--- src/rtl/scope_pkg.sv ---
// Shared types and defaults for the ADC capture/drain path.
// FSM encoding, output bundle and counter sizing live here.
package scope_pkg;

  typedef enum logic [3:0] {
    IDLE,
    CLEAR,
    ARM,
    WAIT_FULL,
    HEADER,
    RD_REQ,
    RD_LAT,
    SEND,
    DONE
  } state_t;

  typedef struct packed {
    logic bg;
    logic sclr;
    logic rd;
    logic hdr;
    logic snd;
    logic busy;
    logic done;
  } fsm_out_t;

  localparam int         CNT_W           = 11;
  localparam logic [7:0] HDR_BYTE_DEF    = 8'hA5;
  localparam int         FRAME_LEN_DEF   = 1024;
  localparam int         TIMEOUT_CYC_DEF = 2**20;

  // Bits needed to count 0 .. cyc-1.
  function automatic int to_width(input int cyc);
    return (cyc < 2) ? 1 : $clog2(cyc);
  endfunction

endpackage

--- src/rtl/timeout_counter.sv ---
// Loadable up-counter that parks on its terminal count.
// Used to bound how long the capture may take to fill.
module timeout_counter #(
  parameter int           W    = 20,
  parameter logic [W-1:0] TERM = '1
) (
  input  logic         clk,
  input  logic         rst_n,
  input  logic         load,
  input  logic [W-1:0] load_val,
  input  logic         en,
  output logic         tc
);

  logic [W-1:0] cnt;

  always_ff @(posedge clk or negedge rst_n) begin
    if (!rst_n) begin
      cnt <= '0;
    end else if (load) begin
      cnt <= load_val;
    end else if (en && !tc) begin
      cnt <= cnt + 1'b1;
    end
  end

  assign tc = (cnt == TERM);

endmodule

--- src/rtl/adc_fifo_reader.sv ---
// Arms an ADC capture into a FIFO, then drains it to a byte link
// as a header byte followed by the captured samples.
module adc_fifo_reader
  import scope_pkg::*;
#(
  parameter int                DATA_W      = 8,
  parameter int                FRAME_LEN   = FRAME_LEN_DEF,
  parameter logic [DATA_W-1:0] HDR_BYTE    = DATA_W'(HDR_BYTE_DEF),
  parameter int                TIMEOUT_CYC = TIMEOUT_CYC_DEF
) (
  input  logic              Clk,
  input  logic              Reset_n,
  input  logic              Start,
  output logic              ADC_bg,
  output logic              FIFO_sclr,
  input  logic              FIFO_full,
  input  logic              FIFO_almost_full,
  input  logic              FIFO_empty,
  output logic              FIFO_rdreq,
  input  logic [DATA_W-1:0] FIFO_q,
  output logic [DATA_W-1:0] Tx_data,
  output logic              Tx_valid,
  input  logic              Tx_ready,
  output logic              Busy,
  output logic              Frame_done,
  output logic              Timeout,
  output logic [CNT_W-1:0]  Frame_cnt
);

  localparam int TO_W = to_width(TIMEOUT_CYC);
  localparam logic [TO_W-1:0] TO_TERM =
    TO_W'(TIMEOUT_CYC - 1);
  localparam logic [CNT_W-1:0] FLEN =
    CNT_W'(FRAME_LEN);
  localparam logic [CNT_W-1:0] FLEN_M1 =
    CNT_W'(FRAME_LEN - 1);

  state_t            state;
  state_t            state_nxt;
  fsm_out_t          fo;
  logic [CNT_W-1:0]  smp_cnt;
  logic [DATA_W-1:0] tx_hold;
  logic              to_tc;
  logic              flag_hit;
  logic              to_hit;
  logic              start_ok;
  logic              tx_xfer;

  assign flag_hit = FIFO_full || FIFO_almost_full;
  assign to_hit   = (state == WAIT_FULL) &&
                    !flag_hit && to_tc;
  assign start_ok = (state == IDLE) && Start;
  assign tx_xfer  = (state == SEND) && Tx_ready;

  timeout_counter #(
    .W    (TO_W),
    .TERM (TO_TERM)
  ) u_timeout (
    .clk      (Clk),
    .rst_n    (Reset_n),
    .load     (state == ARM),
    .load_val ('0),
    .en       (state == WAIT_FULL),
    .tc       (to_tc)
  );

  always_ff @(posedge Clk or negedge Reset_n) begin
    if (!Reset_n) begin
      state <= IDLE;
    end else begin
      state <= state_nxt;
    end
  end

  always_comb begin
    state_nxt = state;
    unique case (state)
      IDLE: begin
        if (Start) state_nxt = CLEAR;
      end
      CLEAR: state_nxt = ARM;
      ARM:   state_nxt = WAIT_FULL;
      // A full flag outranks a coincident timeout.
      WAIT_FULL: begin
        if (flag_hit)   state_nxt = HEADER;
        else if (to_tc) state_nxt = DONE;
      end
      HEADER: begin
        if (Tx_ready) state_nxt = RD_REQ;
      end
      RD_REQ: begin
        if (FIFO_empty) state_nxt = DONE;
        else            state_nxt = RD_LAT;
      end
      RD_LAT: state_nxt = SEND;
      SEND: begin
        if (Tx_ready) begin
          if (smp_cnt >= FLEN_M1) state_nxt = DONE;
          else                    state_nxt = RD_REQ;
        end
      end
      DONE:    state_nxt = IDLE;
      default: state_nxt = IDLE;
    endcase
  end

  always_comb begin
    fo      = '0;
    fo.busy = (state != IDLE);
    unique case (state)
      CLEAR:     fo.sclr = 1'b1;
      ARM:       fo.bg   = 1'b1;
      WAIT_FULL: fo.bg   = 1'b1;
      HEADER:    fo.hdr  = 1'b1;
      RD_REQ:    fo.rd   = 1'b1;
      SEND:      fo.snd  = 1'b1;
      DONE:      fo.done = 1'b1;
      default:   fo.busy = (state != IDLE);
    endcase
  end

  always_ff @(posedge Clk or negedge Reset_n) begin
    if (!Reset_n) begin
      smp_cnt <= '0;
    end else if (state == CLEAR) begin
      smp_cnt <= '0;
    end else if (tx_xfer && (smp_cnt < FLEN)) begin
      smp_cnt <= smp_cnt + 1'b1;
    end
  end

  // FIFO_q is valid the cycle after rdreq, i.e. in RD_LAT.
  always_ff @(posedge Clk or negedge Reset_n) begin
    if (!Reset_n) begin
      tx_hold <= '0;
    end else if (state == RD_LAT) begin
      tx_hold <= FIFO_q;
    end
  end

  always_ff @(posedge Clk or negedge Reset_n) begin
    if (!Reset_n) begin
      Timeout <= 1'b0;
    end else if (start_ok) begin
      Timeout <= 1'b0;
    end else if (to_hit) begin
      Timeout <= 1'b1;
    end
  end

  always_ff @(posedge Clk or negedge Reset_n) begin
    if (!Reset_n) begin
      Frame_cnt <= '0;
    end else if (state == DONE) begin
      Frame_cnt <= smp_cnt;
    end
  end

  assign ADC_bg     = fo.bg;
  assign FIFO_sclr  = fo.sclr;
  assign FIFO_rdreq = fo.rd && !FIFO_empty;
  assign Tx_valid   = fo.hdr || fo.snd;
  assign Tx_data    = fo.hdr ? HDR_BYTE : tx_hold;
  assign Busy       = fo.busy;
  assign Frame_done = fo.done;

  a_rd_empty: assert property (
    @(posedge Clk) disable iff (!Reset_n)
    !(FIFO_rdreq && FIFO_empty));

  a_sclr_one: assert property (
    @(posedge Clk) disable iff (!Reset_n)
    FIFO_sclr |=> !FIFO_sclr);

  a_tx_hold: assert property (
    @(posedge Clk) disable iff (!Reset_n)
    (Tx_valid && !Tx_ready) |=>
      (Tx_valid && $stable(Tx_data)));

endmodule
--- config.mk ---
export PLATFORM = sky130hd
export DESIGN_NAME = adc_fifo_reader
export DESIGN_NICKNAME = d
export VERILOG_FILES = /design/src/rtl/scope_pkg.sv /design/src/rtl/timeout_counter.sv /design/src/rtl/adc_fifo_reader.sv
export SDC_FILE = /design/constraint.sdc
export NUM_CORES = 1
export LEC_CHECK = 0
export ABC_AREA = 0
export ABC_CLOCK_PERIOD_IN_PS = 2500
export BUFFER_PORTS_ARGS = -buffer_cell sky130_fd_sc_hd__buf_2
export CAP_MARGIN = 10
export CORE_MARGIN = 2
export CORE_UTILIZATION = 57
export DETAILED_ROUTE_END_ITERATION = 6
export HOLD_SLACK_MARGIN = 0.1
export PLACE_DENSITY = 0.78
export SYNTH_ARGS = -nofsm -noshare
export SYNTH_HDL_FRONTEND = slang
export SYNTH_SLANG_ARGS = --single-unit
--- constraint.sdc ---
create_clock -name Clk -period 2.5 [get_ports Clk]
set_clock_uncertainty 0.2 [all_clocks]
set_input_delay 0.375 -clock Clk [delete_from_list [all_inputs] [get_ports Clk]]
set_output_delay 0.375 -clock Clk [all_outputs]
set_load 0.01 [all_outputs]
==> results.md, run 1 <==
- Status: completed
- Drt total wl: between 5000 and 6000 um
- Root Driver: clkbuf_8
- Critical-path maximum fanout: 14
- CTS Buf Count: 5
- Min Tclk post-route: around 2.3 ns
- Final Setup Violations: 0
- Layout area overhead: 18.39%
- Register area share after synthesis: 0.4874
- Max H-tree Level: 2
- Starting Density: 0.5939
- FFs w/ async S/R, synth: 1.000
- Slew margin rel.: 0.6330
- Clock latency on the worst-skew pair: a little over 0.3 ns
- Layout cells sized above 1: 0.2844
- Final Max Tran Viols: 0
- Pleak: 1.576 nW
- DRT antenna net count: 0
- Mapped Area: roughly 0.0028 sq mm
- Maximum vdd drop: 639.4 uV
- HPWL Detailed: 4052 um
- DRC: 0
- I/O Buffers: 40
- Startpoint Class: flop
- Worst setup EP type: output port
- DR WL/cell: 14.84 um
- Core region area: approximately 0.0048 sq mm
- DR vias: about 2300
- Slew at the pin closest to its max-slew limit: roughly 0.55 ns
- Syn_nets: 289
- Post-synthesis cell count: 272
- Unique masters post-synth: 52
- GPL Wtd Cong: about 0.9
- GRT Residual Overflow: 0
- DIE AREA: roughly 0.0055 sq mm
- Die Span Y: between 70 and 80 um
- Iteration-0 DRC Markers: between 150 and 200
- Main flop type after synthesis: dfrtp_1
- Yosys warns: 0
- First-pass DRT Iterations: 5
- Rows: 25
- CTS tree: built
- Synth Area per Inst: 10.38 sq um
- Post-synth EDFFs: 0
- GRT Total Usage: 0.2286
- Fin. Hold Viols: 0
- MaxCap Viol Count: 0
- #FFs+latches synth: between 50 and 60
- Clk slew on worst S/H paths: ~0.1 ns
- # nets final: 343
- WS Path Type: reg2out
- Non-filler cells, final: a little under 400
- Min-delay worst type: in2reg
- Setup TNS Final: 0 ns
- F_max: 0.4281 GHz
- Initial antenna violation count: 0
- Post-CTS Setup Bufs: 0
- Unrepaired setup endpoints after global routing: no
- Maximum clock path buffer count: 2
- First-pass GRT wire length: 9860 um
- Fin crit share: 0.9344
- Worst Path Required: around 1.9 ns
- Via/cell ratio: approximately 5.8
- Vias in the first global route: 2174
- Pin count of the biggest net entering global routing: 27
- Clock sinks: 55
- Critical path arrival: about 1.8 ns
- Die extent in x: between 70 and 80 um
- IO Pins: slightly above 40
- Antenna cell count: 0
- Placed Cells: roughly 380
- PwrDens: around 800 mW/mm^2
==> flip-flops by register name, summed over array words and instances, names as in the netlist <==
name and count:
state 4, Frame_cnt 11, Timeout 1, u_timeout.cnt 20, smp_cnt 11, tx_hold 8
==> metrics by stage <==
stage          area (sq um)    util  worst slack (ns)  hold slack, ns  total power, mW
2_1_floorplan          2824       -            0.4015         -0.1206            1.733
4_1_cts                3332  0.7008           0.06000          0.1007            2.753
6_report               3343  0.7032            0.1639          0.1071            2.744
3_5_place_dp           3123  0.6568            0.3360          0.1998            2.041
5_1_grt                3343  0.7032           0.04434          0.1042            2.915
3_3_place_gp           3123  0.6568            0.3776          0.2002            2.019
==> routing by layer <==
metal,share of wire,GRT usage
met2,0.51,0.3845
met1,0.44,0.3024
met4,0.0086,0.06944
met3,0.040,0.04201
met5,0,0
==> what timing repair did <==
action,4_1_cts,5_1_grt
gates resized for setup,1,1
setup endpoints to repair,4,4
hold buffers,7,1
pin swaps,0,0
endpoints found under the hold margin,30,1
==> critical path, stage by stage (launching register included) <==
cell and delay [ns]:
dfrtp_1 0.52, or2_2 0.39, nor3_1 0.15, buf_4 0.23, buf_2 0.16
==> power by group <==
group	total, mW	switching [mW]	internal (mW)	leakage (nW)
clock network	0.694	0.294	0.400	0.0644
registers	1.14	0.127	1.01	0.744
logic	0.909	0.491	0.417	0.768
==> layout make-up <==
| type | instances | area (sq um) |
|---|---|---|
| fillers | 359 | 1411 |
| flip-flops and latches | 55 | 1378 |
| multi-input cells | 202 | 1375 |
| repair buffers | 58 | 355.3 |
| well taps | 67 | 83.83 |
| clock buffers | 5 | 68.82 |
| clock inverters | 3 | 67.56 |
| inverters | 4 | 15.01 |
==> cells by family after synthesis <==
kind of cell / share of synthesized area
buffers and inverters: 0.02658
AO/OA/AOI/OAI: 0.1072
flip-flops: 0.4874
multiplexers: 0.09039
adder cells (fa/ha/maj): 0.008860
AND/OR/NAND/NOR: 0.2300
XOR/XNOR: 0.04962
==> synthesized netlist by cell type (2+ instances only) <==
master    number  area share
nor2_1        25       0.033
or2_2          5       0.011
nor3_2         2      0.0071
o31ai_1        3      0.0080
buf_6          2      0.0080
nor2b_1        7       0.016
or4_1          3      0.0080
dfrtp_1       55        0.49
nor4_1         3      0.0066
nand3_1        8       0.014
and4_1         4       0.012
clkbuf_1       5      0.0066
a31oi_1        2      0.0044
inv_1          4      0.0053
mux2_2        20       0.080
or3_1          7       0.016
mux2i_1        3       0.011
xnor2_1        5       0.016
nand2b_1       4      0.0089
o21ai_1        6       0.011
nand2_1       19       0.025
nor3_1         6       0.011
o21ai_0        5      0.0089
xor2_1        11       0.034
nand4_1       10       0.022
ha_1           2      0.0089
and2_1         2      0.0044
buf_2          3      0.0053
and3_1         6       0.013
a21oi_1       13       0.023
==> layout by cell type (no fill, tap or decap), types with 10 or more instances in the layout <==
cell	Yosys	layout
xor2_1	11	11
nand2_1	19	19
nand4_1	10	10
buf_4	0	10
a21oi_1	13	13
nor2_1	25	24
dfrtp_1	55	54
buf_2	3	40
mux2_2	20	20
==> worst paths after layout <==
check                                                 to                    startpoint  slack [ns]  depth (start not counted)
min reg2reg                 u_timeout.cnt[4]$_DFFE_PN0P_  u_timeout.cnt[4]$_DFFE_PN0P_        0.31                          1
max in group asynchronous           state[3]$_DFFE_PN0P_                       Reset_n        1.09                          3
min in group asynchronous  u_timeout.cnt[13]$_DFFE_PN0P_                       Reset_n        0.38                          2
max reg2reg                u_timeout.cnt[19]$_DFFE_PN0P_          state[1]$_DFFE_PN0P_        0.30                          5
min                               tx_hold[1]$_DFFE_PN0P_                     FIFO_q[1]        0.11                          2
max                                           Frame_done          state[1]$_DFFE_PN0P_        0.16                          4
Note: power is estimated with default switching activity, not from simulation.
==> inputs of run 2 (changes only) <==
--- a/config.mk
+++ b/config.mk
@@ -13,6 +13,7 @@
 export CORE_UTILIZATION = 57
 export DETAILED_ROUTE_END_ITERATION = 6
 export HOLD_SLACK_MARGIN = 0.1
+export MAX_ROUTING_LAYER = met4
 export PLACE_DENSITY = 0.78
 export SYNTH_ARGS = -nofsm -noshare
 export SYNTH_HDL_FRONTEND = slang
==> run 2 against run 1 <==
Compared with the run above: global-route usage is 0.76 points higher; cell count stayed put; first-iteration DRC count is 15% lower; utilization stayed put; highest routed layer unchanged; count of clock-buffer cells in the layout stayed put.
==> results.md, run 2 (same netlist as run 1, synthesis figures left out) <==
- Clock sinks: between 50 and 60
- Maximum vdd drop: 645.1 uV
- F_max: 0.4260 GHz
- Pin count of the biggest net entering global routing: 27
- Die extent in x: 74.39 um
- Worst-case reg-to-reg path depth: 5
- Leading registers by flop count: u_timeout.cnt (20), Frame_cnt (11), smp_cnt (11)
- HPWL Detailed: roughly 4000 um
- IO Pins: between 40 and 50
- Commonest non-fill, non-tap cells in the layout: dfrtp_1 (54), buf_2 (40), nor2_1 (24)
- DRC: 0
- Initial antenna violation count: 0
- PwrDens: roughly 800 mW/mm^2
- DRT antenna net count: 0
- I/O Buffers: 40
- Unrepaired setup endpoints after global routing: no
- Setup TNS Final: 0 ns
- GPL Wtd Cong: between 0.8 and 0.9
- Layout cells sized above 1: 0.2844
- Min Tclk post-route: ~2.3 ns
- CTS tree: built
- # nets final: about 340
- WS Path Type: reg2out
- Max H-tree Level: 2
- Root Driver: clkbuf_8
- Core region area: roughly 0.0048 sq mm
- Layout fillers: ~360
- CTS Buf Count: 5
- Min-delay worst type: in2reg
- DR WL/cell: between 10 and 15 um
- DIE AREA: between 0.005 and 0.006 sq mm
- Drt total wl: about 5900 um
- Most flops, register: u_timeout.cnt
- FF-to-FF End: u_timeout.cnt[19]$_DFFE_PN0P_
- MaxCap Viol Count: 0
- Fin crit share: 0.9389
- Starting Density: 0.5939
- Slew margin rel.: 0.6330
- First-pass GRT wire length: around 10000 um
- First-pass DRT Iterations: 5
- Startpoint Class: flop
- Worst setup EP type: output port
- Clock latency on the worst-skew pair: around 0.3 ns
- Iteration-0 DRC Markers: ~140
- Critical-path maximum fanout: 14
- Commonest non-fill, non-tap cell in the layout: dfrtp_1
- Critical path arrival: between 1.5 and 2 ns
- DR vias: 2267
- Max reg flops: 20
- Final Setup Violations: 0
- Worst Path Required: around 1.9 ns
- Setup crit start: state[1]$_DFFE_PN0P_
- Post-CTS Setup Bufs: 0
- Dpl cell area: roughly 0.0031 sq mm
- GRT Total Usage: 0.2362
- Rows: 25
- Final Max Tran Viols: 0
- Antenna cell count: 0
- GRT Residual Overflow: 0
- Vias in the first global route: roughly 2200
- Pleak: 1.576 nW
- Slew at the pin closest to its max-slew limit: roughly 0.55 ns
- Clk slew on worst S/H paths: ~0.10 ns
- Via/cell ratio: about 5.8
- Maximum clock path buffer count: 2
- Die Span Y: around 74 um
- Status: completed
- Critical path capture point: Frame_done
- Layout area overhead: 18.39%
- FF-to-FF setup slack: approximately 0.30 ns
- Final instance area: roughly 0.0033 sq mm
- Fin. Hold Viols: 0
- Reg2reg start: state[1]$_DFFE_PN0P_
==> run 2: cell counts in the layout (fill, tap and decap cells not counted) <==
No cell type changed its count.
==> run 2: worst min-delay path by stage <==
stage | cells after the start | from | slack [ns] | end
2_1_floorplan | 0 | Reset_n | -0.12 | Frame_cnt[0]$_DFFE_PN0P_
3_3_place_gp | 1 | Reset_n | 0.20 | u_timeout.cnt[17]$_DFFE_PN0P_
3_5_place_dp | 1 | Reset_n | 0.20 | u_timeout.cnt[17]$_DFFE_PN0P_
4_1_cts | 2 | FIFO_q[5] | 0.10 | tx_hold[5]$_DFFE_PN0P_
5_1_grt | 2 | FIFO_q[1] | 0.10 | tx_hold[1]$_DFFE_PN0P_
6_report | 2 | FIFO_q[1] | 0.10 | tx_hold[1]$_DFFE_PN0P_
==> run 2: critical path, stage by stage (launching register included) <==
cell	delay, ns
dfrtp_1	0.52
or2_2	0.40
nor3_1	0.15
buf_4	0.24
buf_2	0.16
==> run 2: metrics by stage <==
| step | power, mW | hold WS (ns) | util | worst slack (ns) | instances |
|---|---|---|---|---|---|
| 5_1_grt | 2.917 | 0.1043 | 0.7032 | 0.04428 | 394 |
| 2_1_floorplan | 1.733 | -0.1206 | - | 0.4015 | 272 |
| 4_1_cts | 2.753 | 0.1007 | 0.7008 | 0.06000 | 393 |
| 3_5_place_dp | 2.041 | 0.1998 | 0.6568 | 0.3360 | 378 |
| 6_report | 2.744 | 0.1050 | 0.7032 | 0.1526 | 394 |
| 3_3_place_gp | 2.019 | 0.2002 | 0.6568 | 0.3776 | 378 |
==> run 2: metal layers <==
layer / track usage / part of all wire
met5: - / 0
met2: 0.3835 / 0.51
met1: 0.3076 / 0.44
met3: 0.03659 / 0.042
met4: 0.06944 / 0.0085
==> run 2: layout make-up <==
| class | count | area, sq um | area share |
|---|---|---|---|
| Tap cell | 67 | 83.83 | 0.02507 |
| Timing Repair Buffer | 58 | 355.3 | 0.1063 |
| Clock buffer | 5 | 68.82 | 0.02058 |
| Clock inverter | 3 | 67.56 | 0.02021 |
| Inverter | 4 | 15.01 | 0.004491 |
| Sequential cell | 55 | 1378 | 0.4121 |
| Multi-Input combinational cell | 202 | 1375 | 0.4113 |
==> run 2: power breakdown <==
group | switching [mW] | total (mW) | internal [mW] | leakage (nW)
clock network | 0.295 | 0.694 | 0.399 | 0.0644
logic | 0.492 | 0.909 | 0.417 | 0.768
registers | 0.127 | 1.14 | 1.01 | 0.744
==> run 2: timing repair <==
item	in CTS	in global routing
gates resized for setup	1	1
setup endpoints to repair	4	4
hold buffers	7	1
pin swaps	0	0
hold endpoints to repair	30	1
==> inputs of run 3 (changes only) <==
--- a/config.mk
+++ b/config.mk
@@ -6,15 +6,15 @@
 export NUM_CORES = 1
 export LEC_CHECK = 0
 export ABC_AREA = 0
-export ABC_CLOCK_PERIOD_IN_PS = 2500
+export ABC_CLOCK_PERIOD_IN_PS = 2800
 export BUFFER_PORTS_ARGS = -buffer_cell sky130_fd_sc_hd__buf_2
 export CAP_MARGIN = 10
 export CORE_MARGIN = 2
-export CORE_UTILIZATION = 57
+export CORE_UTILIZATION = 61
 export DETAILED_ROUTE_END_ITERATION = 6
 export HOLD_SLACK_MARGIN = 0.1
 export MAX_ROUTING_LAYER = met4
-export PLACE_DENSITY = 0.78
+export PLACE_DENSITY = 0.82
 export SYNTH_ARGS = -nofsm -noshare
 export SYNTH_HDL_FRONTEND = slang
 export SYNTH_SLANG_ARGS = --single-unit
==> constraint.sdc (replaced) <==
create_clock -name Clk -period 2.8 [get_ports Clk]
set_clock_uncertainty 0.2 [all_clocks]
set_input_delay 0.42 -clock Clk [delete_from_list [all_inputs] [get_ports Clk]]
set_output_delay 0.42 -clock Clk [all_outputs]
set_load 0.01 [all_outputs]
==> run 3 against run 2 <==
Compared with the run above: power is 13% lower; highest routed layer unchanged; largest cell class unchanged; worst setup slack better by 0.19 ns; utilization is 2.3 points higher; cell area is 4.1% lower.
==> results.md, run 3 (same netlist as run 1, synthesis figures left out) <==
- Placed Cells: 357
- Grt peak-use layer: met2
- Critical path capture point: Tx_data[5]
- M2 GR Usage: 0.3837
- GPL Wtd Cong: approximately 0.95
- DR vias: roughly 2200
- Critical-path maximum fanout: 14
- Root Driver: clkbuf_8
- Pleak: between 1.5 and 2 nW
- Max reg flops: 20
- I/O Buffers: 40
- Unrepaired setup endpoints after global routing: no
- CTS tree: built
- Worst Path Required: between 2 and 2.5 ns
- Register area: ~0.0014 sq mm
- Leading registers by flop count: u_timeout.cnt (20), Frame_cnt (11), smp_cnt (11)
- Worst-case reg-to-reg path depth: 5
- # nets final: 330
- Maximum clock path buffer count: 2
- Max H-tree Level: 2
- Area taken by multi-input logic gates: ~0.0014 sq mm
- Pin count of the biggest net entering global routing: between 50 and 60
- FF-to-FF End: u_timeout.cnt[19]$_DFFE_PN0P_
- Hold Startpoint: Start
- Critical path arrival: ~1.8 ns
- Fin. Hold Viols: 0
- Finished Core Util: 0.7262
- Setup TNS Final: 0 ns
- FF-to-FF setup slack: between 0.5 and 0.6 ns
- Setup crit start: state[1]$_DFFE_PN0P_
- Final Max Tran Viols: 0
- PwrDens: 745.8 mW/mm^2
- Iteration-0 DRC Markers: between 150 and 200
- Layout area overhead: 13.51%
- DIE AREA: just over 0.005 sq mm
- Startpoint Class: flop
- First-pass DRT Iterations: 4
- Initial antenna violation count: 0
- Min Tclk post-route: roughly 2.5 ns
- First-pass GRT wire length: roughly 9600 um
- Drt total wl: roughly 5500 um
- Layout cells sized above 1: 0.2707
- Rows: 24
- Fin crit share: 0.8789
- Hold_ws: around 0.12 ns
- DRT antenna net count: 0
- F_max: around 0.41 GHz
- Post-CTS Setup Bufs: 0
- Slew at the pin closest to its max-slew limit: 0.6898 ns
- Antenna cell count: 0
- Clock sinks: 55
- Status: completed
- Clock latency on the worst-skew pair: approximately 0.31 ns
- Vias in the first global route: ~2100
- Die Span Y: approximately 70 um
- GRT Residual Overflow: 0
- Maximum vdd drop: 558.2 uV
- DR WL/cell: 15.16 um
- GRT met3 Usage: 0.04444
- Starting Density: 0.6397
- WS Path Type: reg2out
- Core region area: between 0.004 and 0.005 sq mm
- Commonest non-fill, non-tap cells in the layout: dfrtp_1 (55), buf_2 (40), nor2_1 (25)
- MaxCap Viol Count: 0
- DRC: 0
- Clk slew on worst S/H paths: roughly 0.10 ns
- Most flops, register: u_timeout.cnt
- Via/cell ratio: about 6.0
- IO Pins: 41
- CTS Hold Bufs: 1
- Post-CTS Resized: 0
- GRT Total Usage: 0.2401
- Commonest non-fill, non-tap cell in the layout: dfrtp_1
- Non-filler cells, final: about 370
- Worst setup EP type: output port
- Slew margin rel.: 0.5401
- Total power: 2.391 mW
- Layout fillers: approximately 340
- GR Util met1: 0.3209
- HPWL Detailed: approximately 4000 um
- Die extent in x: between 70 and 80 um
- CTS Buf Count: 5
- Final Setup Violations: 0
- Min-delay worst type: in2reg
- Reg2reg start: state[1]$_DFFE_PN0P_
## run 3: cell types whose count changed in the layout (fill, tap and decap cells not counted)
cell	change
dlygate4sd3_1	-7
buf_4	-6
nor2_2	-1
dfrtp_1	+1
nor2_1	+1
dfrtp_2	-1
## run 3: cell type report
cell class,instances,share of cell area
clock buffer,5,0.02147
clock inverter,3,0.02108
inverter,4,0.004684
multi-input combinational,202,0.4282
sequential,55,0.4294
tap,52,0.02030
timing repair buffer,45,0.07494
## run 3: metal layers
metal  vias to the layer above  routed length [um]
li1                       1073                   -
met1                      1057                2585
met2                        57                2681
met3                         6                 225
met4                         0                  55
met5                         -                   0
## run 3: critical path, cell delays in order (launching register included)
cell and delay (ns):
dfrtp_1 0.51, or2_2 0.38, nor2_1 0.34, or2_2 0.18, buf_2 0.12
## run 3: where the power goes
group | total, mW | internal, mW | switching (mW)
clock network | 0.610 | 0.356 | 0.254
registers | 1.03 | 0.905 | 0.129
logic | 0.747 | 0.344 | 0.402
total | 2.39 | 1.61 | 0.785
## run 3: how the worst min path moves through the flow
| stage | slack [ns] | end | cells past startpoint |
|---|---|---|---|
| after floorplan | -0.08 | Frame_cnt[0]$_DFFE_PN0P_ | 0 |
| after CTS | 0.10 | Timeout$_DFFE_PN0P_ | 2 |
| after global routing | 0.12 | Timeout$_DFFE_PN0P_ | 2 |
| after detailed placement | 0.29 | tx_hold[2]$_DFFE_PN0P_ | 1 |
| final | 0.12 | Timeout$_DFFE_PN0P_ | 2 |
| after global placement | 0.28 | tx_hold[1]$_DFFE_PN0P_ | 1 |
## run 3: per-stage QoR
step | instance area (sq um) | setup WS (ns)
2_1_floorplan | 2824 | 0.7015
6_report | 3206 | 0.3392
3_5_place_dp | 3059 | 0.5345
5_1_grt | 3206 | 0.09996
3_3_place_gp | 3059 | 0.6177
4_1_cts | 3206 | 0.3146
